File: src/rtl/uart_rx_if.sv
// Byte-side and line-side signals of the 16x-oversampled UART receiver.
// The master drives enable, tick and line; the slave (uart_rx) returns the recovered bytes.
interface uart_rx_if #(
  parameter int DATA_BITS = 8
);
  logic                 en;
  logic                 baud_tick;
  logic                 Rx;
  logic [DATA_BITS-1:0] data_out;
  logic                 data_valid;
  logic                 frame_err;

  modport master (
    output en, baud_tick, Rx,
    input  data_out, data_valid, frame_err
  );

  modport slave (
    input  en, baud_tick, Rx,
    output data_out, data_valid, frame_err
  );
endinterface

File: src/rtl/uart_rx.sv
// UART receiver: 1 start, DATA_BITS data (MSB first), 1 stop, oversampled by baud_tick.
// Define UART_RX_MAJORITY_EN for 2-of-3 majority bit decisions around mid-bit.
module uart_rx #(
  parameter int OVERSAMPLE = 16,
  parameter int DATA_BITS  = 8
) (
  input  logic     clk,
  input  logic     arst_n,
  uart_rx_if.slave bus
);

  localparam int CW = $clog2(OVERSAMPLE);
  localparam int BW = (DATA_BITS > 1) ? $clog2(DATA_BITS) : 1;

`ifdef UART_RX_MAJORITY_EN
  localparam logic [CW-1:0] DECIDE = CW'(OVERSAMPLE / 2);
`else
  localparam logic [CW-1:0] DECIDE = CW'(OVERSAMPLE / 2 - 1);
`endif
  localparam logic [CW-1:0] LAST_TICK = CW'(OVERSAMPLE - 1);
  localparam logic [BW-1:0] LAST_BIT  = BW'(DATA_BITS - 1);

  typedef enum logic [1:0] {IDLE, START, DATA, STOP} state_e;

  state_e               state_q, state_d;
  logic [CW-1:0]        tick_q, tick_d;
  logic [BW-1:0]        bit_q, bit_d;
  logic [DATA_BITS-1:0] shift_q, shift_d;
  logic [DATA_BITS-1:0] data_out_q, data_out_d;
  logic                 valid_q, valid_d;
  logic                 err_q, err_d;
  logic                 rx_meta_q, rx_s_q;
  logic                 bit_dec;

  // NOTE: the synchronizer resets to 1 so an idle line never looks like a start bit
  // coming out of reset.
  always_ff @(posedge clk or negedge arst_n) begin
    if (!arst_n) begin
      rx_meta_q <= 1'b1;
      rx_s_q    <= 1'b1;
    end else begin
      rx_meta_q <= bus.Rx;
      rx_s_q    <= rx_meta_q;
    end
  end

`ifdef UART_RX_MAJORITY_EN
  logic [1:0] samp_q, samp_d;

  always_comb begin
    samp_d = samp_q;
    if (bus.baud_tick && tick_q == DECIDE - CW'(2)) samp_d[0] = rx_s_q;
    if (bus.baud_tick && tick_q == DECIDE - CW'(1)) samp_d[1] = rx_s_q;
  end

  always_ff @(posedge clk or negedge arst_n) begin
    if (!arst_n) samp_q <= 2'b11;
    else         samp_q <= samp_d;
  end

  assign bit_dec = (samp_q[0] & samp_q[1]) | (samp_q[0] & rx_s_q) | (samp_q[1] & rx_s_q);
`else
  assign bit_dec = rx_s_q;
`endif

  // NOTE: every output of this block gets a default first, so no path leaves a latch.
  always_comb begin
    state_d    = state_q;
    tick_d     = tick_q;
    bit_d      = bit_q;
    shift_d    = shift_q;
    data_out_d = data_out_q;
    valid_d    = 1'b0;
    err_d      = 1'b0;

    if (!bus.en) begin
      state_d = IDLE;
      tick_d  = '0;
      bit_d   = '0;
      shift_d = '0;
    end else begin
      unique case (state_q)
        IDLE: begin
          tick_d = '0;
          bit_d  = '0;
          if (bus.baud_tick && !rx_s_q) state_d = START;
        end
        START: begin
          if (bus.baud_tick) tick_d = tick_q + CW'(1);
          if (bus.baud_tick && tick_q == DECIDE && bit_dec) begin
            state_d = IDLE;
            tick_d  = '0;
          end else if (bus.baud_tick && tick_q == LAST_TICK) begin
            state_d = DATA;
            bit_d   = '0;
          end
        end
        DATA: begin
          if (bus.baud_tick) tick_d = tick_q + CW'(1);
          if (bus.baud_tick && tick_q == DECIDE)
            shift_d = {shift_q[DATA_BITS-2:0], bit_dec};
          if (bus.baud_tick && tick_q == LAST_TICK) begin
            if (bit_q == LAST_BIT) begin
              state_d = STOP;
              bit_d   = '0;
            end else begin
              bit_d = bit_q + BW'(1);
            end
          end
        end
        STOP: begin
          if (bus.baud_tick) tick_d = tick_q + CW'(1);
          // Leaving at the sample point lets a back-to-back start bit be seen on time.
          if (bus.baud_tick && tick_q == DECIDE) begin
            if (bit_dec) begin
              data_out_d = shift_q;
              valid_d    = 1'b1;
            end else begin
              err_d = 1'b1;
            end
            state_d = IDLE;
            tick_d  = '0;
          end
        end
        default: state_d = IDLE;
      endcase
    end
  end

  always_ff @(posedge clk or negedge arst_n) begin
    if (!arst_n) begin
      state_q    <= IDLE;
      tick_q     <= '0;
      bit_q      <= '0;
      shift_q    <= '0;
      data_out_q <= '0;
      valid_q    <= 1'b0;
      err_q      <= 1'b0;
    end else begin
      state_q    <= state_d;
      tick_q     <= tick_d;
      bit_q      <= bit_d;
      shift_q    <= shift_d;
      data_out_q <= data_out_d;
      valid_q    <= valid_d;
      err_q      <= err_d;
    end
  end

  assign bus.data_out   = data_out_q;
  assign bus.data_valid = valid_q;
  assign bus.frame_err  = err_q;

endmodule

File: src/flat_wrapper.sv
// flat-port wrapper written by rule: the top's interface ports become plain ports
module uart_rx_flat 
#(
  parameter int OVERSAMPLE = 16,
  parameter int DATA_BITS  = 8
)
  (clk, arst_n, bus_en, bus_baud_tick, bus_Rx, bus_data_out, bus_data_valid, bus_frame_err);
  uart_rx_if #(.DATA_BITS(DATA_BITS)) bus_i ();
  input  logic clk;
  input  logic arst_n;
  input wire logic [$bits(bus_i.en)-1:0] bus_en;
  input wire logic [$bits(bus_i.baud_tick)-1:0] bus_baud_tick;
  input wire logic [$bits(bus_i.Rx)-1:0] bus_Rx;
  output wire logic [$bits(bus_i.data_out)-1:0] bus_data_out;
  output wire logic [$bits(bus_i.data_valid)-1:0] bus_data_valid;
  output wire logic [$bits(bus_i.frame_err)-1:0] bus_frame_err;
  assign bus_i.en = bus_en;
  assign bus_i.baud_tick = bus_baud_tick;
  assign bus_i.Rx = bus_Rx;
  assign bus_data_out = bus_i.data_out;
  assign bus_data_valid = bus_i.data_valid;
  assign bus_frame_err = bus_i.frame_err;
  uart_rx #(.OVERSAMPLE(OVERSAMPLE), .DATA_BITS(DATA_BITS)) u_core (.clk(clk), .arst_n(arst_n), .bus(bus_i));
endmodule
File: config.mk
export PLATFORM = sky130hd
export DESIGN_NAME = uart_rx_flat
export DESIGN_NICKNAME = d
export VERILOG_FILES = /design/src/rtl/uart_rx_if.sv /design/src/rtl/uart_rx.sv /design/src/flat_wrapper.sv
export SDC_FILE = /design/constraint.sdc
export NUM_CORES = 1
export LEC_CHECK = 0
export ABC_AREA = 1
export CORE_MARGIN = 2
export CORE_UTILIZATION = 55
export CTS_BUF_LIST = sky130_fd_sc_hd__clkbuf_16
export DETAILED_ROUTE_END_ITERATION = 10
export PLACE_DENSITY_LB_ADDON = 0.1
export SKIP_CTS_REPAIR_TIMING = 1
export SLEW_MARGIN = 20
export SYNTH_ARGS = -nofsm -noshare
export SYNTH_HDL_FRONTEND = slang
export SYNTH_SLANG_ARGS = --single-unit
File: constraint.sdc
create_clock -name clk -period 2.5 [get_ports clk]
set_input_delay 0.375 -clock clk [delete_from_list [all_inputs] [get_ports clk]]
set_output_delay 0.375 -clock clk [all_outputs]
set_load 0.005 [all_outputs]
==> reports/metrics.yaml <==
run_status:
  outcome: "completed"
timing:
  hold_viol: 0
  tns_ps: 0
  rsz0062_at_grt: "no"
  period_share: 0.646
  post-route-min-period_ps: 1620
  worstMarginPinSlew_ps: 674
  max-slew-margin-rel: 0.549
  fin_worst_skew_ps: 4.23
  finalSetupViolCount: 0
  max_freq_mhz: 619
  slew_violations: 0
global_route:
  antenna_found_initial: 0
  grtUsageTotal: 0.217
  use_met2: 0.354
  grt-ovfl-total: 0
  met1_usage: 0.262
  gr-max-usage-layer: "met2"
  grt_max_degree: 17
  grt.met3_usage: 0.0583
  grt_pass1_wl_mm: 4.21
  grt_pass1_vias: 976
yosys:
  synth_warnings: 0
  ys_ff_latch: 29
  yosysTopAreaCell: "dfrtp_1"
  ys_top_cells_by_area: "dfrtp_1 (50%), nand2_1 (9.1%), inv_1 (4.7%), o21ai_2 (4.5%), dfstp_2 (3.9%)"
  synth_fp_nets: 151
  synth_cells: 143
  syn_area_um2: 1360
  ys_types: 28
  synth_top_area_frac: 0.499
  syn_avg_cell_area_um2: 9.48
  ys_seq_area_frac: 0.537
finish:
  area_growth_pct: 22.9
  multiInputGateArea_um2: 537
  drive_above_1_share: 0.182
  n_antenna_cell: 0
  seq_area_um2: 728
  nets: 172
  fin_cells: 193
  fill_cells: 173
drt:
  firstDrtPassIters: 4
  remaining_drc_errors: 0
  drt_wl_total_mm: 2.48
  vias_per_cell: 5.15
  wl_per_cell_um: 12.9
  ant_nets: 0
  drtIter0Drc: 31
  vias: 993
setup_path:
  critPathCaptureType: "flop"
  critPathMaxFanout: 6
  crit_path_start_kind: "input pin"
  cp.required_ps: 2640
  critPathArrivalTime_ps: 1760
  path_class: "in2reg"
floorplanning:
  core_um2: 2280
  die_area_um2: 2880
  start_util: 0.595
  die_height_um: 53.6
  die_x_um: 53.6
  pin_count: 15
  fp-row-count: 17
job:
  cap_violations: 0
clocking:
  cts_root_buf: "clkbuf_16"
  path_clk_slew_ps: 50
  cts_tree: "yes"
  insertion_delay_ps: 270
  cts.sinks: 29
  clock_path_buffers: 2
  htreeDepth: 2
  numCtsBuffers: 5
power_and_ir_drop:
  powerDensity_nw_per_um2: 795
  leakage_nw: 0.832
  vdd_drop_max_v: 0.000684
worst_hold_path:
  hp-class: "reg2reg"
placed_design:
  gp_congestion: 0.802
  port_buffers: 14
  dp_hpwl_mm: 1.79
  dp_cells: 185
[worst paths after layout]
| path | from | to | slack [ps] | cells past startpoint |
|---|---|---|---|---|
| setup / recovery | bus_baud_tick | u_core.shift_q[4] | 880 | 8 |
| min in group asynchronous | arst_n | u_core.state_q[1] | 520 | 1 |
| hold / removal | u_core.rx_meta_q | u_core.bit_dec | 360 | 0 |
| hold reg to reg | u_core.rx_meta_q | u_core.bit_dec | 360 | 0 |
| setup reg to reg | u_core.tick_q[0] | u_core.bus.data_out[1] | 1050 | 9 |
| max in group asynchronous | arst_n | u_core.tick_q[3] | 1310 | 2 |
[routing by layer]
layer  share of wire  routed length (um)
met1            0.46                1140
met2            0.49                1210
met3           0.041                 101
met4           0.011                  28
met5               0                   0
[state kept, by name, indices dropped and copies added (netlist names)]
signal and cells:
u_core.bus.data_valid 1, u_core.rx_meta_q 1, u_core.state_q 2, u_core.bit_dec 1, u_core.shift_q 8, u_core.bus.frame_err 1, u_core.tick_q 4, u_core.bit_q 3
u_core.bus.data_out 8
[cells in the mapped netlist]
cell type  count
a21oi_1        2
and2_1         1
buf_6          1
clkinv_2       1
dfrtp_1       27
dfstp_2        2
ha_1           3
inv_1         17
inv_2          1
inv_4          1
mux2i_1        1
nand2_1       33
nand2_2        4
nand2_4        2
nand3_1        7
nand3_4        1
nand4_1        1
nor2_1        11
nor2_4         3
nor3_1         2
o21ai_0        4
o21ai_1        1
o21ai_2        7
o21bai_1       1
o22ai_1        5
or2_0          1
xnor2_1        1
xor2_1         2
[stage by stage]
step	power (mW)	worst slack [ps]	cell area [um^2]	hold WS, ps	util
after floorplan	0.718	1210	1360	79.4	-
after global placement	0.767	679	1530	351	0.671
after detailed placement	0.779	637	1530	352	0.671
after CTS	1.33	890	1670	359	0.732
after global routing	1.40	789	1670	361	0.732
final	1.32	885	1670	359	0.732
[layout by cell type, fill, tap and decap left out, types with 2 or more instances in the layout]
master           count
ha_1                 3
clkdlybuf4s50_1     14
nand2_4              2
nor2_1              11
xor2_1               2
o21ai_2              7
dfstp_2              2
clkinv_2             3
nand3_1              7
inv_1               18
o22ai_1              5
nor3_1               2
nand2_1             33
nor2_4               3
clkbuf_16            5
o21ai_0              4
nand2_2              4
a21oi_1              2
dfrtp_1             27
[worst max-delay path: stages]
cell             delay [ps]
clkdlybuf4s50_1         600
nand2_2                 140
inv_4                   100
nand2_4                  80
nor2_4                  120
nor2_1                   70
inv_1                   160
o22ai_1                 110
[layout make-up]
type | instances | share of cell area
Sequential cell | 29 | 0.437
Multi-Input combinational cell | 93 | 0.322
Timing Repair Buffer | 15 | 0.0887
Clock buffer | 5 | 0.0751
Inverter | 20 | 0.0473
Tap cell | 28 | 0.0210
Clock inverter | 3 | 0.00826
[logic make-up (layout without fill, tap and decap cells)]
group / count (synthesis) / count (layout) / share of synthesized area
adder cells (fa/ha/maj): 3 / 3 / 0.0277
XOR/XNOR: 3 / 3 / 0.0194
flip-flops: 29 / 29 / 0.537
buffers and inverters: 21 / 43 / 0.0665
AND/OR/NAND/NOR: 66 / 66 / 0.242
multiplexers: 1 / 1 / 0.00739
AO/OA/AOI/OAI: 20 / 20 / 0.0997
[where the power goes]
part           internal [mW]  total, mW  leakage, nW  switching (mW)
sequential             0.506      0.539        0.394          0.0334
combinational         0.0829      0.234        0.363           0.151
clock                  0.359      0.550       0.0748           0.191
total                  0.948       1.32        0.832           0.375
Power figures use the tool's default switching activity.
